===== config.mk =====
export PLATFORM = sky130hd
export DESIGN_NAME = alk_mdstep_seq
export DESIGN_NICKNAME = d
export VERILOG_FILES = /design/src/rtl/alk_pkg.sv /design/src/rtl/alk_mdstep_cnt.sv /design/src/rtl/alk_mdstep_seq.sv
export SDC_FILE = /design/constraint.sdc
export NUM_CORES = 1
export LEC_CHECK = 0
export CAP_MARGIN = 0
export CORE_UTILIZATION = 39
export DETAILED_ROUTE_END_ITERATION = 8
export GPL_TIMING_DRIVEN = 0
export HOLD_SLACK_MARGIN = 0.12
export PLACE_DENSITY = 0.74
export SYNTH_ARGS = -nofsm -noshare
export SYNTH_HDL_FRONTEND = slang
export SYNTH_HIERARCHICAL = 1
export SYNTH_SLANG_ARGS = --single-unit

===== constraint.sdc =====
create_clock -name clk_h -period 1.9 [get_ports clk_h]
set_input_delay 0.19 -clock clk_h [delete_from_list [all_inputs] [get_ports clk_h]]
set_output_delay 0.19 -clock clk_h [all_outputs]
set_load 0.03 [all_outputs]

===== src/rtl/alk_pkg.sv =====
// Shared definitions for the ALK multiply/divide step sequencer:
// FSM state encoding and the MUX/DQ field codes seen by the DQ decoder.
package alk_pkg;

  typedef enum logic [1:0] {
    ST_IDLE = 2'b00,
    ST_RUN  = 2'b01,
    ST_DONE = 2'b10
  } state_t;

  localparam logic [3:0] MUX_DQSHF = 4'h1;
  localparam logic [3:0] MUX_NOSHF = 4'h0;
  localparam logic [1:0] DQ_SHL    = 2'b00;
  localparam logic [1:0] DQ_SHR    = 2'b01;

  // Divide shifts Q left, multiply shifts Q right.
  function automatic logic [1:0] dq_dir(input logic op_div);
    return op_div ? DQ_SHL : DQ_SHR;
  endfunction

endpackage


===== src/rtl/alk_mdstep_cnt.sv =====
// Loadable down-counter for the remaining step count. Saturates at zero,
// clear beats load beats decrement; eq1 flags the final step.
module alk_mdstep_cnt #(
  parameter int CNT_W = 5
) (
  input  logic             clk_h,
  input  logic             reset_l,
  input  logic             clr,
  input  logic             load,
  input  logic [CNT_W-1:0] load_val,
  input  logic             en,
  output logic [CNT_W-1:0] cnt,
  output logic             eq1
);

  always_ff @(posedge clk_h or negedge reset_l) begin
    if (!reset_l) begin
      cnt <= '0;
    end else if (clr) begin
      cnt <= '0;
    end else if (load) begin
      cnt <= load_val;
    end else if (en && (cnt != '0)) begin
      cnt <= cnt - 1'b1;
    end
  end

  assign eq1 = (cnt == CNT_W'(1));

endmodule


===== src/rtl/alk_mdstep_seq.sv =====
// Multiply/divide Q-shift step sequencer. The FSM decides each cycle's action;
// every status and ALK field output is registered from that decision.
module alk_mdstep_seq
  import alk_pkg::*;
#(
  parameter int CNT_W = 5
) (
  input  logic             clk_h,
  input  logic             reset_l,
  input  logic             start_h,
  input  logic             op_div_h,
  input  logic [CNT_W-1:0] count_h,
  input  logic             stall_h,
  input  logic             abort_h,
  output logic [3:0]       mux_h,
  output logic [1:0]       dq_h,
  output logic             step_h,
  output logic             last_h,
  output logic             busy_h,
  output logic             done_h,
  output logic [CNT_W-1:0] cnt_h
);

  state_t     state_reg, state_next;
  logic       op_div_reg;
  logic       cnt_load, cnt_en, cnt_clr, cnt_eq1;
  logic [3:0] mux_reg, mux_next;
  logic [1:0] dq_reg, dq_next;
  logic       step_reg, step_next;
  logic       last_reg, last_next;
  logic       busy_reg, busy_next;
  logic       done_reg, done_next;

  alk_mdstep_cnt #(.CNT_W(CNT_W)) u_cnt (
    .clk_h    (clk_h),
    .reset_l  (reset_l),
    .clr      (cnt_clr),
    .load     (cnt_load),
    .load_val (count_h),
    .en       (cnt_en),
    .cnt      (cnt_h),
    .eq1      (cnt_eq1)
  );

  always_ff @(posedge clk_h or negedge reset_l) begin
    if (!reset_l) begin
      state_reg  <= ST_IDLE;
      op_div_reg <= 1'b0;
      mux_reg    <= MUX_NOSHF;
      dq_reg     <= DQ_SHL;
      step_reg   <= 1'b0;
      last_reg   <= 1'b0;
      busy_reg   <= 1'b0;
      done_reg   <= 1'b0;
    end else begin
      state_reg  <= state_next;
      if (cnt_load) op_div_reg <= op_div_h;
      mux_reg    <= mux_next;
      dq_reg     <= dq_next;
      step_reg   <= step_next;
      last_reg   <= last_next;
      busy_reg   <= busy_next;
      done_reg   <= done_next;
    end
  end

  always_comb begin
    state_next = state_reg;
    cnt_load   = 1'b0;
    cnt_en     = 1'b0;
    cnt_clr    = 1'b0;
    mux_next   = MUX_NOSHF;
    dq_next    = DQ_SHL;
    step_next  = 1'b0;
    last_next  = 1'b0;
    busy_next  = 1'b0;
    done_next  = 1'b0;
    case (state_reg)
      ST_IDLE: begin
        if (start_h) begin
          cnt_load   = 1'b1;
          state_next = (count_h == '0) ? ST_DONE : ST_RUN;
        end
      end
      ST_RUN: begin
        // Abort outranks stall; a stalled cycle drives the no-shift code.
        if (abort_h) begin
          cnt_clr    = 1'b1;
          state_next = ST_IDLE;
        end else begin
          busy_next = 1'b1;
          if (!stall_h) begin
            cnt_en    = 1'b1;
            step_next = 1'b1;
            mux_next  = MUX_DQSHF;
            dq_next   = dq_dir(op_div_reg);
            last_next = cnt_eq1;
            if (cnt_eq1) state_next = ST_DONE;
          end
        end
      end
      ST_DONE: begin
        state_next = ST_IDLE;
        if (abort_h) begin
          cnt_clr = 1'b1;
        end else begin
          busy_next = 1'b1;
          done_next = 1'b1;
        end
      end
      default: state_next = ST_IDLE;
    endcase
  end

  assign mux_h  = mux_reg;
  assign dq_h   = dq_reg;
  assign step_h = step_reg;
  assign last_h = last_reg;
  assign busy_h = busy_reg;
  assign done_h = done_reg;

endmodule

==> run summary <==
The latest clock arrival within the worst-skew pair is 0.28 ns. The run finished with clean final reports. Summed over all layers, the global routing overflow is 0. Summing all multi-input logic gate instances after layout gives 428 um2. Counting flops with a built-in enable in the synthesized netlist gives 0.

The clock drives 13 sinks. The worst setup path is captured at a flop. Sorting the synthesized cells by how often they occur yields dfrtp_1, inv_1, buf_4, ha_1, nor2_1. The post-route setup TNS was 0 ns; the required arrival time at the worst endpoint was 2.09 ns. The per-cell routed wire length was 13.3 um. The cell family contributing the most delay on the critical path is simple AND/OR/NAND/NOR gates.

Worst setup slack before clock tree synthesis: -0.216 ns. The number of buffers and inverters on the critical path was 1. Synthesis produced 77 cells. Across the VDD grid, the largest voltage drop is 0.000829 V. Detailed placement ended at an HPWL of 1260 um.

For this run, design rule violations remaining after detail routing come to 0. The number of flip-flops in the largest register is 5, and the maximum clock skew at final layout is 0.00492 ns. The global-route wire length before repair was 2670 um. Horizontal extent of the die: 46.6 um.

The final route contains 683 vias. The count of antenna diodes in the layout was 0; the boundary pin count was 26. Longest individual stage delay on the worst path: 0.47 ns.

Count of H-tree levels built during CTS: 1. The clock-pin slew reported for the worst setup and hold paths after clock tree synthesis was 0.09 ns; the slack of the worst reg-to-reg path was 0.06 ns. The worst-case setup margin in the final layout was 0.0560 ns.

The final period demand of the worst path was 1.84 ns. In this run, the number of DRC markers left after iteration 0 of detailed routing was 27. The critical-path maximum fanout is 6.

Once the floorplan was initialized, standard cells occupied 43.0% of the core. In the post-synthesis netlist, the cell with the most instances is dfrtp_1. The worst hold path belongs to the class in2async. Static timing analysis puts the maximum clock frequency at 542 MHz.

For this run, the number of Yosys warnings is 6. TritonCTS built the clock tree. The aggregate global-route resource usage came out at 18.2%. The run gives 0.491 nW as the reported leakage power. The worst pin sits at a relative slew slack of 60.1%. The number of optimization iterations in the first detailed-route pass was 4; the combined flip-flop and latch cell area was 325 um2. The fraction of layout instances using a drive strength above 1 is 24.3%, and the detailed-route vias per instance is 5.02. Wires add up to 1810 um. Setup violations remaining at the end of the flow were counted as 0. Dominant cell type by area after synthesis: dfrtp_1.

The critical path is of the reg2reg type. The layout-stage area growth over the synthesis result was 47.5%. The count of standard-cell rows is 15. In this run the deepest clock path goes through 2 buffers.

The run gives 34 as the distinct cell type count of the synthesized netlist. The signal on the critical path passes through inv_2, ha_4, nand2b_4, nor2_4, or4b_4, a211o_1, a311oi_2. In the final design database the tool counted 128 nets. Counting flops and latches in the post-synthesis netlist gives 13.

The logs give 2.03 ns for the critical path data arrival time and 1800 um2 for the core outline area. The floorplan step defined a die boundary enclosing 2170 um2. After synthesis, the cell types taking the most area are dfrtp_1, ha_1, buf_4, inv_1, nor3_1. The run gives 0 as the initial antenna violation count.

The overall die height is 46.6 um. The power density over the cells came out at 1360 nW/um2. The number of hold violations in the final report was 0; the max capacitance violation total was 0. In this run, CTS created clock tree buffers numbering 3. Across all hold checks on the routed design, the worst slack comes to 0.278 ns. CTS placed an instance of clkbuf_4 at the clock tree root.

Register area share after synthesis: 42.0%. The worst setup path is launched from a flop. The tools report the area of the mapped netlist as 774 um2. Entering global routing, the biggest net connects 14 pins.

Port buffering added 21 buffers. After synthesis, the mean cell area works out to 10.1 um2. The share of flip-flops with an asynchronous set or reset after synthesis came out at 100%.

The share of the cycle needed by the critical path after routing was 97.1%; the filler cell count in the final layout was 165. The run gives 0.782 as the global placement routability congestion. The slowest cell on the critical path is or4b_4. For the number of global-route vias before repair, the log shows 572.

For this run, the leading register cell type out of synthesis is dfrtp_1. Once detail routing completed, the nets flagged for antenna violations numbered 0. The slew of the pin with the lowest slew margin works out to 0.597 ns. The number of slew-limit violations in the final report is 0, and the fraction of synthesized cell area taken by the top area cell type is 42.0%.
[final timing paths]
kind	start	endpoint	cells after the start
min in group clk_h	op_div_reg$_DFFE_PN0P_	dq_h[0]$_DFF_PN0_	1
hold / removal	reset_l	u_cnt/cnt[1]$_DFFE_PN0P_	1
setup reg to reg	state_reg[1]$_DFFE_PN0P_	u_cnt/cnt[3]$_DFFE_PN0P_	7
hold reg to reg	op_div_reg$_DFFE_PN0P_	dq_h[0]$_DFF_PN0_	1
setup / recovery	state_reg[1]$_DFFE_PN0P_	u_cnt/cnt[3]$_DFFE_PN0P_	7
max in group asynchronous	reset_l	op_div_reg$_DFFE_PN0P_	1
[through the flow]
step | power (mW) | area, um2 | util (%) | instances
finish | 1.55 | 1140 | 63.4 | 136
global route | 1.66 | 1140 | 63.4 | 136
CTS | 1.46 | 1090 | 60.6 | 132
detailed placement | 1.24 | 1030 | 57.4 | 126
global placement | 1.22 | 1030 | 57.4 | 126
floorplan | 0.974 | 793 | - | 80
[worst reg2reg max path, cell delays in order (launching register included)]
cell and delay, ns:
dfrtp_1 0.39, inv_2 0.08, ha_4 0.13, nand2b_4 0.08, nor2_4 0.10, or4b_4 0.47, a211o_1 0.25, a311oi_2 0.26
[cells in the final DEF, fill, tap and decap left out, types with 2 or more instances in the layout]
master / netlist / final
clkdlybuf4s50_1: 0 / 21
dfrtp_1: 13 / 13
buf_4: 5 / 12
inv_1: 7 / 5
nor2_1: 5 / 4
nor3_1: 4 / 4
nand2_1: 4 / 4
conb_1: 1 / 4
nand2b_1: 3 / 3
ha_1: 5 / 3
clkbuf_4: 0 / 3
and2b_1: 2 / 2
and2_1: 2 / 2
inv_2: 0 / 2
nand3_1: 2 / 2
a21oi_1: 2 / 2
or4b_4: 1 / 2
nand3b_1: 2 / 2
[logic make-up (layout without fill, tap and decap cells)]
| logic type | after synthesis | count (layout) | share of synthesized area, % |
|---|---|---|---|
| AO/OA/AOI/OAI | 12 | 12 | 14.1 |
| flip-flops | 13 | 13 | 42.0 |
| adder cells (fa/ha/maj) | 5 | 5 | 8.08 |
| AND/OR/NAND/NOR | 31 | 31 | 24.7 |
| other | 1 | 4 | 0.484 |
| multiplexers | 1 | 1 | 1.45 |
| buffers and inverters | 14 | 45 | 9.21 |
[power by group]
part	internal, mW	total [mW]	switching, mW	leakage, nW
clock network	0.0814	0.178	0.0965	0.0150
registers	0.371	0.473	0.101	0.169
logic	0.424	0.899	0.475	0.306
total	0.876	1.55	0.673	0.491
[area by class of cell]
class / count / area share, %
Sequential cell: 13 / 28.5
Clock buffer: 4 / 2.30
Buffer: 6 / 3.72
Timing Repair Buffer: 28 / 23.0
Inverter: 7 / 2.30
Tap cell: 25 / 2.74
Multi-Input combinational cell: 53 / 37.5
[metal layers]
metal | track usage (%) | vias up | routed length [um]
met4 | 12.4 | 0 | 33
met3 | 2.35 | 4 | 51
met2 | 24.2 | 17 | 860
met1 | 26.6 | 328 | 863
met5 | 0 | - | 0
li1 | - | 334 | -
[repair_timing]
action	in CTS	in global routing
endpoints found under the setup margin	1	4
resized for setup	4	5
buffers inserted	2	5
pin swaps	3	2
hold buffers	0	0
Note: power is estimated with default switching activity, not from simulation.
